[config.mk]
export PLATFORM = sky130hd
export DESIGN_NAME = ps2_host_tx_flat
export DESIGN_NICKNAME = d
export VERILOG_FILES = /design/src/rtl/ps2_host_tx_if.sv /design/src/rtl/ps2_host_tx.sv /design/src/flat_wrapper.sv
export SDC_FILE = /design/constraint.sdc
export NUM_CORES = 1
export LEC_CHECK = 0
export ABC_AREA = 1
export CAP_MARGIN = 25
export CELL_PAD_IN_SITES_DETAIL_PLACEMENT = 0
export CELL_PAD_IN_SITES_GLOBAL_PLACEMENT = 1
export CORE_MARGIN = 10
export CORE_UTILIZATION = 45
export CTS_BUF_LIST = sky130_fd_sc_hd__clkbuf_16
export CTS_CLUSTER_DIAMETER = 100
export DETAILED_ROUTE_END_ITERATION = 10
export PLACE_DENSITY = 0.77
export SYNTH_ARGS = -nofsm -noshare
export SYNTH_HDL_FRONTEND = slang
export SYNTH_SLANG_ARGS = --single-unit
[constraint.sdc]
create_clock -name clk -period 1.66 [get_ports clk]
set_input_delay 0.166 -clock clk [delete_from_list [all_inputs] [get_ports clk]]
set_output_delay 0.166 -clock clk [all_outputs]
set_load 0.05 [all_outputs]
[src/rtl/ps2_host_tx_if.sv]
// rtl/ps2_host_tx_if.sv - command byte handshake between a PS/2 command source and ps2_host_tx
interface ps2_host_tx_if;
  logic [7:0] tx_data;
  logic       tx_valid;
  logic       tx_ready;
  logic       busy;
  logic       tx_done;
  logic       tx_err;

  modport master (output tx_data, tx_valid, input tx_ready, busy, tx_done, tx_err);
  modport slave  (input tx_data, tx_valid, output tx_ready, busy, tx_done, tx_err);
endinterface

[src/rtl/ps2_host_tx.sv]
// rtl/ps2_host_tx.sv - PS/2 host-to-device command transmitter (optional PS2_TX_RETRY_EN: one silent retry)
module ps2_host_tx #(
  parameter int INHIBIT_CYC = 3000,
  parameter int TIMEOUT_CYC = 375000,
  parameter int FILT_LEN    = 8
) (
  input  logic         clk,
  input  logic         nreset,
  input  logic         ps2clk_i,
  input  logic         ps2dat_i,
  output logic         ps2clk_oe,
  output logic         ps2dat_oe,
  ps2_host_tx_if.slave tx
);

  localparam int IW = $clog2(INHIBIT_CYC + 1);
  localparam int TW = $clog2(TIMEOUT_CYC + 1);
  localparam int FW = $clog2(FILT_LEN + 1);
  localparam logic [IW-1:0] InhLast  = IW'(INHIBIT_CYC - 1);
  localparam logic [TW-1:0] ToLast   = TW'(TIMEOUT_CYC - 1);
  localparam logic [FW-1:0] FiltLast = FW'(FILT_LEN - 1);
`ifdef PS2_TX_RETRY_EN
  localparam bit RetryEn = 1'b1;
`else
  localparam bit RetryEn = 1'b0;
`endif

  typedef enum logic [2:0] {
    S_IDLE, S_INHIBIT, S_REQ, S_SHIFT, S_ACK, S_WAIT_IDLE
  } state_t;

  logic [1:0]    clk_sync_q, dat_sync_q;
  logic          clk_filt_q, clk_filt_prev_q;
  logic [FW-1:0] filt_cnt_q;
  logic          clk_s, dat_s, fall;

  state_t        state_q;
  logic          clk_oe_q, dat_oe_q, tx_ready_q, busy_q, done_q, err_q;
  logic [7:0]    shreg_q;
  logic          par_q, retry_q;
  logic [3:0]    bit_cnt_q;
  logic [IW-1:0] inh_cnt_q;
  logic [TW-1:0] to_cnt_q;
  logic [FW-1:0] idle_cnt_q;
  logic          timeout_w, nack_w, fail_w, retry_ok;

  assign clk_s = clk_sync_q[1];
  assign dat_s = dat_sync_q[1];
  assign fall  = clk_filt_prev_q & ~clk_filt_q;

  // Line idles high, so synchronizers and filter come out of reset at 1.
  always_ff @(posedge clk or negedge nreset) begin
    if (!nreset) begin
      clk_sync_q      <= 2'b11;
      dat_sync_q      <= 2'b11;
      clk_filt_q      <= 1'b1;
      clk_filt_prev_q <= 1'b1;
      filt_cnt_q      <= '0;
    end else begin
      clk_sync_q      <= {clk_sync_q[0], ps2clk_i};
      dat_sync_q      <= {dat_sync_q[0], ps2dat_i};
      clk_filt_prev_q <= clk_filt_q;
      if (clk_s == clk_filt_q) begin
        filt_cnt_q <= '0;
      end else if (filt_cnt_q == FiltLast) begin
        clk_filt_q <= clk_s;
        filt_cnt_q <= '0;
      end else begin
        filt_cnt_q <= filt_cnt_q + 1'b1;
      end
    end
  end

  // An ACK-state fall always beats a simultaneous timeout.
  assign timeout_w = (state_q == S_SHIFT || state_q == S_ACK) && !fall && (to_cnt_q == ToLast);
  assign nack_w    = (state_q == S_ACK) && fall && dat_s;
  assign fail_w    = timeout_w || nack_w;
  assign retry_ok  = RetryEn && !retry_q;

  always_ff @(posedge clk or negedge nreset) begin
    if (!nreset) begin
      state_q    <= S_IDLE;
      clk_oe_q   <= 1'b0;
      dat_oe_q   <= 1'b0;
      tx_ready_q <= 1'b1;
      busy_q     <= 1'b0;
      done_q     <= 1'b0;
      err_q      <= 1'b0;
      shreg_q    <= '0;
      par_q      <= 1'b0;
      retry_q    <= 1'b0;
      bit_cnt_q  <= '0;
      inh_cnt_q  <= '0;
      to_cnt_q   <= '0;
      idle_cnt_q <= '0;
    end else begin
      done_q <= 1'b0;
      err_q  <= 1'b0;
      if (state_q == S_SHIFT || state_q == S_ACK) to_cnt_q <= to_cnt_q + 1'b1;
      if (fail_w) begin
        clk_oe_q <= 1'b0;
        dat_oe_q <= 1'b0;
        if (retry_ok) begin
          retry_q   <= 1'b1;
          inh_cnt_q <= '0;
          clk_oe_q  <= 1'b1;
          state_q   <= S_INHIBIT;
        end else begin
          err_q <= 1'b1;
          if (nack_w) begin
            idle_cnt_q <= '0;
            state_q    <= S_WAIT_IDLE;
          end else begin
            tx_ready_q <= 1'b1;
            busy_q     <= 1'b0;
            state_q    <= S_IDLE;
          end
        end
      end else begin
        case (state_q)
          S_IDLE: if (tx.tx_valid) begin
            shreg_q    <= tx.tx_data;
            par_q      <= ~^tx.tx_data;
            retry_q    <= 1'b0;
            inh_cnt_q  <= '0;
            clk_oe_q   <= 1'b1;
            dat_oe_q   <= 1'b0;
            tx_ready_q <= 1'b0;
            busy_q     <= 1'b1;
            state_q    <= S_INHIBIT;
          end
          S_INHIBIT: if (inh_cnt_q == InhLast) begin
            dat_oe_q <= 1'b1;
            state_q  <= S_REQ;
          end else begin
            inh_cnt_q <= inh_cnt_q + 1'b1;
          end
          S_REQ: begin
            clk_oe_q  <= 1'b0;
            bit_cnt_q <= '0;
            to_cnt_q  <= '0;
            state_q   <= S_SHIFT;
          end
          S_SHIFT: if (fall) begin
            bit_cnt_q <= bit_cnt_q + 1'b1;
            if (bit_cnt_q < 4'd8) begin
              dat_oe_q <= ~shreg_q[bit_cnt_q[2:0]];
            end else if (bit_cnt_q == 4'd8) begin
              dat_oe_q <= ~par_q;
            end else begin
              dat_oe_q <= 1'b0;
              state_q  <= S_ACK;
            end
          end
          S_ACK: if (fall) begin
            done_q     <= 1'b1;
            idle_cnt_q <= '0;
            state_q    <= S_WAIT_IDLE;
          end
          S_WAIT_IDLE: if (clk_filt_q && dat_s) begin
            if (idle_cnt_q == FiltLast) begin
              tx_ready_q <= 1'b1;
              busy_q     <= 1'b0;
              state_q    <= S_IDLE;
            end else begin
              idle_cnt_q <= idle_cnt_q + 1'b1;
            end
          end else begin
            idle_cnt_q <= '0;
          end
          default: state_q <= S_IDLE;
        endcase
      end
    end
  end

  assign ps2clk_oe   = clk_oe_q;
  assign ps2dat_oe   = dat_oe_q;
  assign tx.tx_ready = tx_ready_q;
  assign tx.busy     = busy_q;
  assign tx.tx_done  = done_q;
  assign tx.tx_err   = err_q;

endmodule

[src/flat_wrapper.sv]
// flat-port wrapper written by rule: the top's interface ports become plain ports
module ps2_host_tx_flat 
#(
  parameter int INHIBIT_CYC = 3000,
  parameter int TIMEOUT_CYC = 375000,
  parameter int FILT_LEN    = 8
)
  (clk, nreset, ps2clk_i, ps2dat_i, ps2clk_oe, ps2dat_oe, tx_tx_data, tx_tx_valid, tx_tx_ready, tx_busy, tx_tx_done, tx_tx_err);
  ps2_host_tx_if tx_i ();
  input  logic clk;
  input  logic nreset;
  input  logic ps2clk_i;
  input  logic ps2dat_i;
  output logic ps2clk_oe;
  output logic ps2dat_oe;
  input wire logic [$bits(tx_i.tx_data)-1:0] tx_tx_data;
  input wire logic [$bits(tx_i.tx_valid)-1:0] tx_tx_valid;
  output wire logic [$bits(tx_i.tx_ready)-1:0] tx_tx_ready;
  output wire logic [$bits(tx_i.busy)-1:0] tx_busy;
  output wire logic [$bits(tx_i.tx_done)-1:0] tx_tx_done;
  output wire logic [$bits(tx_i.tx_err)-1:0] tx_tx_err;
  assign tx_i.tx_data = tx_tx_data;
  assign tx_i.tx_valid = tx_tx_valid;
  assign tx_tx_ready = tx_i.tx_ready;
  assign tx_busy = tx_i.busy;
  assign tx_tx_done = tx_i.tx_done;
  assign tx_tx_err = tx_i.tx_err;
  ps2_host_tx #(.INHIBIT_CYC(INHIBIT_CYC), .TIMEOUT_CYC(TIMEOUT_CYC), .FILT_LEN(FILT_LEN)) u_core (.clk(clk), .nreset(nreset), .ps2clk_i(ps2clk_i), .ps2dat_i(ps2dat_i), .ps2clk_oe(ps2clk_oe), .ps2dat_oe(ps2dat_oe), .tx(tx_i));
endmodule
; Yosys cells after proc, flatten, opt, wreduce, memory -nomap -nowiden
; Cells that the tools add are included.
[word_totals]
romBits = 0
ram_bits = 0
latch_bits = 0
inputBits = 13
memories = 0
regBits = 67
[classes]
shift = 0
div = 0
n_reduce_logical = 25
muxes = 53
multipliers = 0
magnitude_cmp = 2
eq_ne = 25
n_bitwise = 6
addsub = 5
[ops]
columns = operator, n
row1 = $mux W19, 3
row2 = $mux W4, 8
row3 = $mux W3, 10
row4 = $mux W12, 2
row5 = $pmux W12 S2, 1
row6 = $mux W1, 21
row7 = $add A19 B1 Y19 const B, 1
row8 = $eq A19 B19 Y1 const B, 1
row9 = $pmux W3 S6, 1
row10 = $pmux W4 S2, 2
row11 = $ne A3 B1 Y1 const B, 5
row12 = $add A12 B1 Y12 const B, 1
row13 = $add A4 B1 Y4 const B, 3
row14 = $eq A12 B12 Y1 const B, 1
row15 = $reduce_and A4 Y1, 3
row16 = $ne A3 B2 Y1 const B, 3
row17 = $reduce_bool A3 Y1, 3
row18 = $eq A4 B3 Y1 const B, 2
row19 = $reduce_and A8 Y1, 1
row20 = $reduce_xnor A8 Y1, 1
row21 = $eq A3 B2 Y1 const B, 2
row22 = $eq A3 B3 Y1 const B, 2
row23 = $ne A2 B2 Y1 const B, 3
row24 = $pmux W1 S2, 3
row25 = 20 further kinds, 33

; Longest topological paths before layout
[depth]
word_depth = 8
ltp_mapped = 12
ltp_nobuf = 12

; Worst setup path before layout
; No wires, ideal clock.
[synth_timing]
path_type = reg-to-reg
startpoint = register u_core.clk_filt_q
endpoint = register u_core.idle_cnt_q[0]
slack_ns = 0.127
n_path_buf = 0
t_arrival_ns = 1.416
required_ns = 1.543
synth_period_minus_slack_ns = 1.533
path_stages_with_launch = 12
setup_time_ns = 0.117
cell_sequence = dfstp_2 inv_1 nand2_1 nand2_1 nor2_1 nand2_4 nor2_8 inv_2 nand2_4 nand2_4 nand2_1 o21ai_2
[synth_between]
elab_chain_len = 8
[synth_rtl]
columns = element, line_no
row1 = "start, declared", ps2_host_tx.sv:33  ; logic clk_filt_q, clk_filt_prev_q;
row2 = "start signal, assigned", ps2_host_tx.sv:66  ; clk_filt_q <= clk_s;
row3 = $not A1 Y1, ps2_host_tx.sv:49  ; assign fall = clk_filt_prev_q & ~clk_filt_q;
row4 = $and A1 B1 Y1, ps2_host_tx.sv:49
row5 = $logic_not A1 Y1, ps2_host_tx.sv:75  ; assign timeout_w = (state_q == S_SHIFT || state_q == S_ACK) && !fall && (to_cnt_q == ToLast);
row6 = $logic_and A1 B1 Y1 (2 in series), ps2_host_tx.sv:75
row7 = $logic_or A1 B1 Y1, ps2_host_tx.sv:77  ; assign fail_w = timeout_w || nack_w;
row8 = $ne A4 B3 Y1 (no source line) (tied with other cells), --
row9 = $reduce_and A4 Y1 (no source line), --
row10 = "end signal, assigned", ps2_host_tx.sv:166  ; idle_cnt_q <= idle_cnt_q + 1'b1;
row11 = "end, declared", ps2_host_tx.sv:44  ; logic [FW-1:0] idle_cnt_q;
; Several ways; a longest one is shown, not always the timed one.
; A chain may end at the register's enable or synchronous reset.

; Worst setup path after layout
[layout_timing]
startpoint = register u_core.to_cnt_q[1]
endpoint = register u_core.idle_cnt_q[2]
[layout_between]
elab_chain_len = 5
[layout_rtl]
columns = element, line_no
row1 = "start, declared", ps2_host_tx.sv:43  ; logic [TW-1:0] to_cnt_q;
row2 = "start signal, assigned", ps2_host_tx.sv:99  ; if (state_q == S_SHIFT || state_q == S_ACK) to_cnt_q <= to_cnt_q + 1'b1;
row3 = $eq A19 B19 Y1 (*), ps2_host_tx.sv:75
row4 = $logic_and A1 B1 Y1 (*), ps2_host_tx.sv:75
row5 = $logic_or A1 B1 Y1 (*), ps2_host_tx.sv:77
row6 = $ne A4 B3 Y1 (no source line) (tied with other cells), --
row7 = $reduce_and A4 Y1 (no source line), --
; Every way passes the cells marked *; elsewhere a longest branch is shown, timed or not.

==> metrics.cfg <==
[setup_path]
worst_path_max_delay_cell=dfrtp_1
critical_path_required_ns=1.87
cpMostUsedCell=nand2_2
r2r_slack_ns=0.03
cp.arrival_ns=1.84
r2r_cells=12
cp-endpoint=u_core.idle_cnt_q[2]
r2r_end=u_core.idle_cnt_q[2]
critPathBufInv=2
worstPathCellList=ha_2 > nand2_2 > inv_2 > nand2_2 > nor2_4 > nand2_4 > nor2_8 > inv_2 > nand2_4 > nand2_8 > nand2_2 > o21ai_1
critPathMaxStageDelay_ns=0.38
crit_cells=12
critical_path.top_delay_family=simple AND/OR/NAND/NOR gates
critical_path.max_fanout=7
path_class=reg -> reg
cp-startpoint=u_core.to_cnt_q[1]
start_kind=flop
r2r_start=u_core.to_cnt_q[1]
endpoint_kind=flop

[clock_tree]
cts_sinks=67
h-tree-depth=3
root_buffer=clkbuf_16
cts_buffers=9
cts_buffer_depth=2
cts_tree=built
clock_latency_ns=0.33
path_clk_slew_ns=0.06

[sta]
hold_viol_final=0
fmax_ghz=0.615
relSlewSlack=0.705
tightest_slew_ns=0.441
period_needed_ns=1.63
fin_crit_sh=0.980
worst_hold_slack_ns=0.248
slew_violations=0
rsz0062_at_grt=true
setup_violations=0
fin_skew_ns=0.00945

[hold_path]
hold_class=in -> reg

[pwr]
irDropWorstVdd_uv=628
sw_frac_of_total=0.381
p_leak_nw=2.20
internal-power_w=0.00412
p_seq_frac=0.341
combPwrFrac=0.379
p_clk_frac=0.280
switchingPower_w=0.00253
cellPowerDensity_nw_per_um2=1480

[floorplanning]
die_w_um=110
core_um2=7770
fp.dieH_um=110
rows=32
die-area_um2=12000
top_level_ports=19
start_util=0.466

[synth]
async_flop_share=1.00
synth_area_leaders=dfrtp_1 (41%), nand2_1 (13%), nor2_1 (7.0%), nand3_1 (5.1%), dfstp_2 (5.1%)
yosys.area.top_type=dfrtp_1
syn_inst=462
synth_edf_count=0
ys_warn_count=0
synth_top_area_frac=0.415
syn_avg_cell_area_um2=7.83
synth_common_cells=nand2_1 (121), nor2_1 (67), dfrtp_1 (60)
synth_nets=480
ys_seq_elements=67
synth.most_common_cell=nand2_1
synth_flop_cell=dfrtp_1
ys_types=37
synth_area_um2=3620
ys_seq_area_frac=0.466

[job]
maxCapViolCount=0

[finish]
syn2layout_area_growth_pct=24.5
utilization=0.580
antenna_cells=0
fill_cells=716
final_nets=532
stdcell_count=621
final_layout_size_suffix_gt1_frac=0.200

[placement]
place_congestion=0.835
place_inst=598
portBuffers=18
dp_hpwl_um=5650

[global_routing]
first_global_vias=2967
grt_max_degree=68
grt_first_pass_wirelength_um=13500
gr-usage-all-layers=0.139
antenna_found_initial=0
globalRoute.totalOverflow=0

[routing]
via_count=3080
drtAntennaViolNets=0
first_pass_iters=4
vias_per_cell=4.96
wl_per_cell_um=12.7
drt-initial-drc-count=87
drcViolationCount=0
wirelength_um=7860

[outcome]
status=complete, no violations

[area by class of cell]
cell class              count  area, µm²  area share
inverters                  51        194      0.0431
well taps                 102        128      0.0283
flip-flops and latches     67       1690       0.375
repair buffers             46        389      0.0864
multi-input cells         339       1810       0.402
clock inverters             7       68.8      0.0153
clock buffers               9        225      0.0500
[worst min-delay path by stage]
stage          slack (ns)  startpoint              endpoint  depth (start not counted)
3_5_place_dp         0.21      nreset     u_core.shreg_q[2]                          2
2_1_floorplan       -0.13      nreset   u_core.bit_cnt_q[0]                          0
3_3_place_gp         0.22      nreset     u_core.shreg_q[2]                          2
6_report             0.25    ps2dat_i  u_core.dat_sync_q[0]                          1
4_1_cts              0.24    ps2dat_i  u_core.dat_sync_q[0]                          1
5_1_grt              0.25    ps2clk_i  u_core.clk_sync_q[0]                          1
[registers in the layout, summed over array words and instances (netlist names), 2 cells and up]
signal,flops
u_core.inh_cnt_q,12
u_core.dat_sync_q,2
u_core.clk_sync_q,2
u_core.state_q,3
u_core.filt_cnt_q,4
u_core.idle_cnt_q,4
u_core.to_cnt_q,19
u_core.shreg_q,8
u_core.bit_cnt_q,4
[timing repair]
action	CTS	global route
hold buffers	1	0
endpoints found under the hold margin	60	0
setup buffers	0	6
gates resized for setup	1	28
setup endpoints to repair	2	41
pin swaps	0	13
[cell families after synthesis]
logic type / after synthesis / share of synthesized area
simple gates: 263 / 0.330
fa+ha+maj: 5 / 0.0173
buf+inv: 56 / 0.0609
compound gates: 51 / 0.0778
flops: 67 / 0.466
xor+xnor: 20 / 0.0484
[layer usage]
| layer | routed length, µm | global-route usage | share of wire | vias to the layer above |
|---|---|---|---|---|
| li1 | - | - | - | 1576 |
| met1 | 3890 | 0.187 | 0.49 | 1446 |
| met2 | 3610 | 0.216 | 0.46 | 51 |
| met3 | 298 | 0.0281 | 0.038 | 7 |
| met4 | 66 | 0.0548 | 0.0084 | 0 |
| met5 | 0 | 0 | 0 | - |
[through the flow]
step	setup TNS [ns]	cell area [µm²]	total power [W]	setup WS [ns]
3_5_place_dp	0	4050	0.00457	0.00296
5_1_grt	-0.392	4500	0.00713	-0.0737
2_1_floorplan	0	3620	0.00382	0.127
6_report	0	4500	0.00665	0.0337
3_3_place_gp	0	4050	0.00455	0.0688
4_1_cts	0	4360	0.00648	0.0235
[placed cells by master (no fill, tap or decap), drive strengths merged]
cell	netlist	layout
nand2	129	129
bufinv	0	1
clkinv	1	5
nand3	38	38
dfrtp	60	60
or2	3	3
a31oi	1	1
dlygate4sd3	0	1
ha	5	5
inv	50	51
nor4	1	1
nor3	10	10
xnor2	10	10
clkinvlp	0	1
o21ai	28	28
dfstp	7	7
o21bai	3	3
nor3b	2	2
clkdlybuf4s50	0	11
and2	1	1
nand3b	2	2
clkbuf	1	9
a21oi	18	18
nor2	73	73
xor2	10	10
buf	4	34
a21boi	1	1
nand4	4	4
[power by group through the flow]
stage / Combinational [W] / Sequential (W) / Clock (W)
3_3_place_gp: 0.00228 / 0.00227 / 0
4_1_cts: 0.00232 / 0.00225 / 0.00191
5_1_grt: 0.00284 / 0.00231 / 0.00198
2_1_floorplan: 0.00143 / 0.00239 / 0
6_report: 0.00252 / 0.00227 / 0.00186
3_5_place_dp: 0.00230 / 0.00227 / 0
No activity file was read; power rests on OpenSTA's default activity.
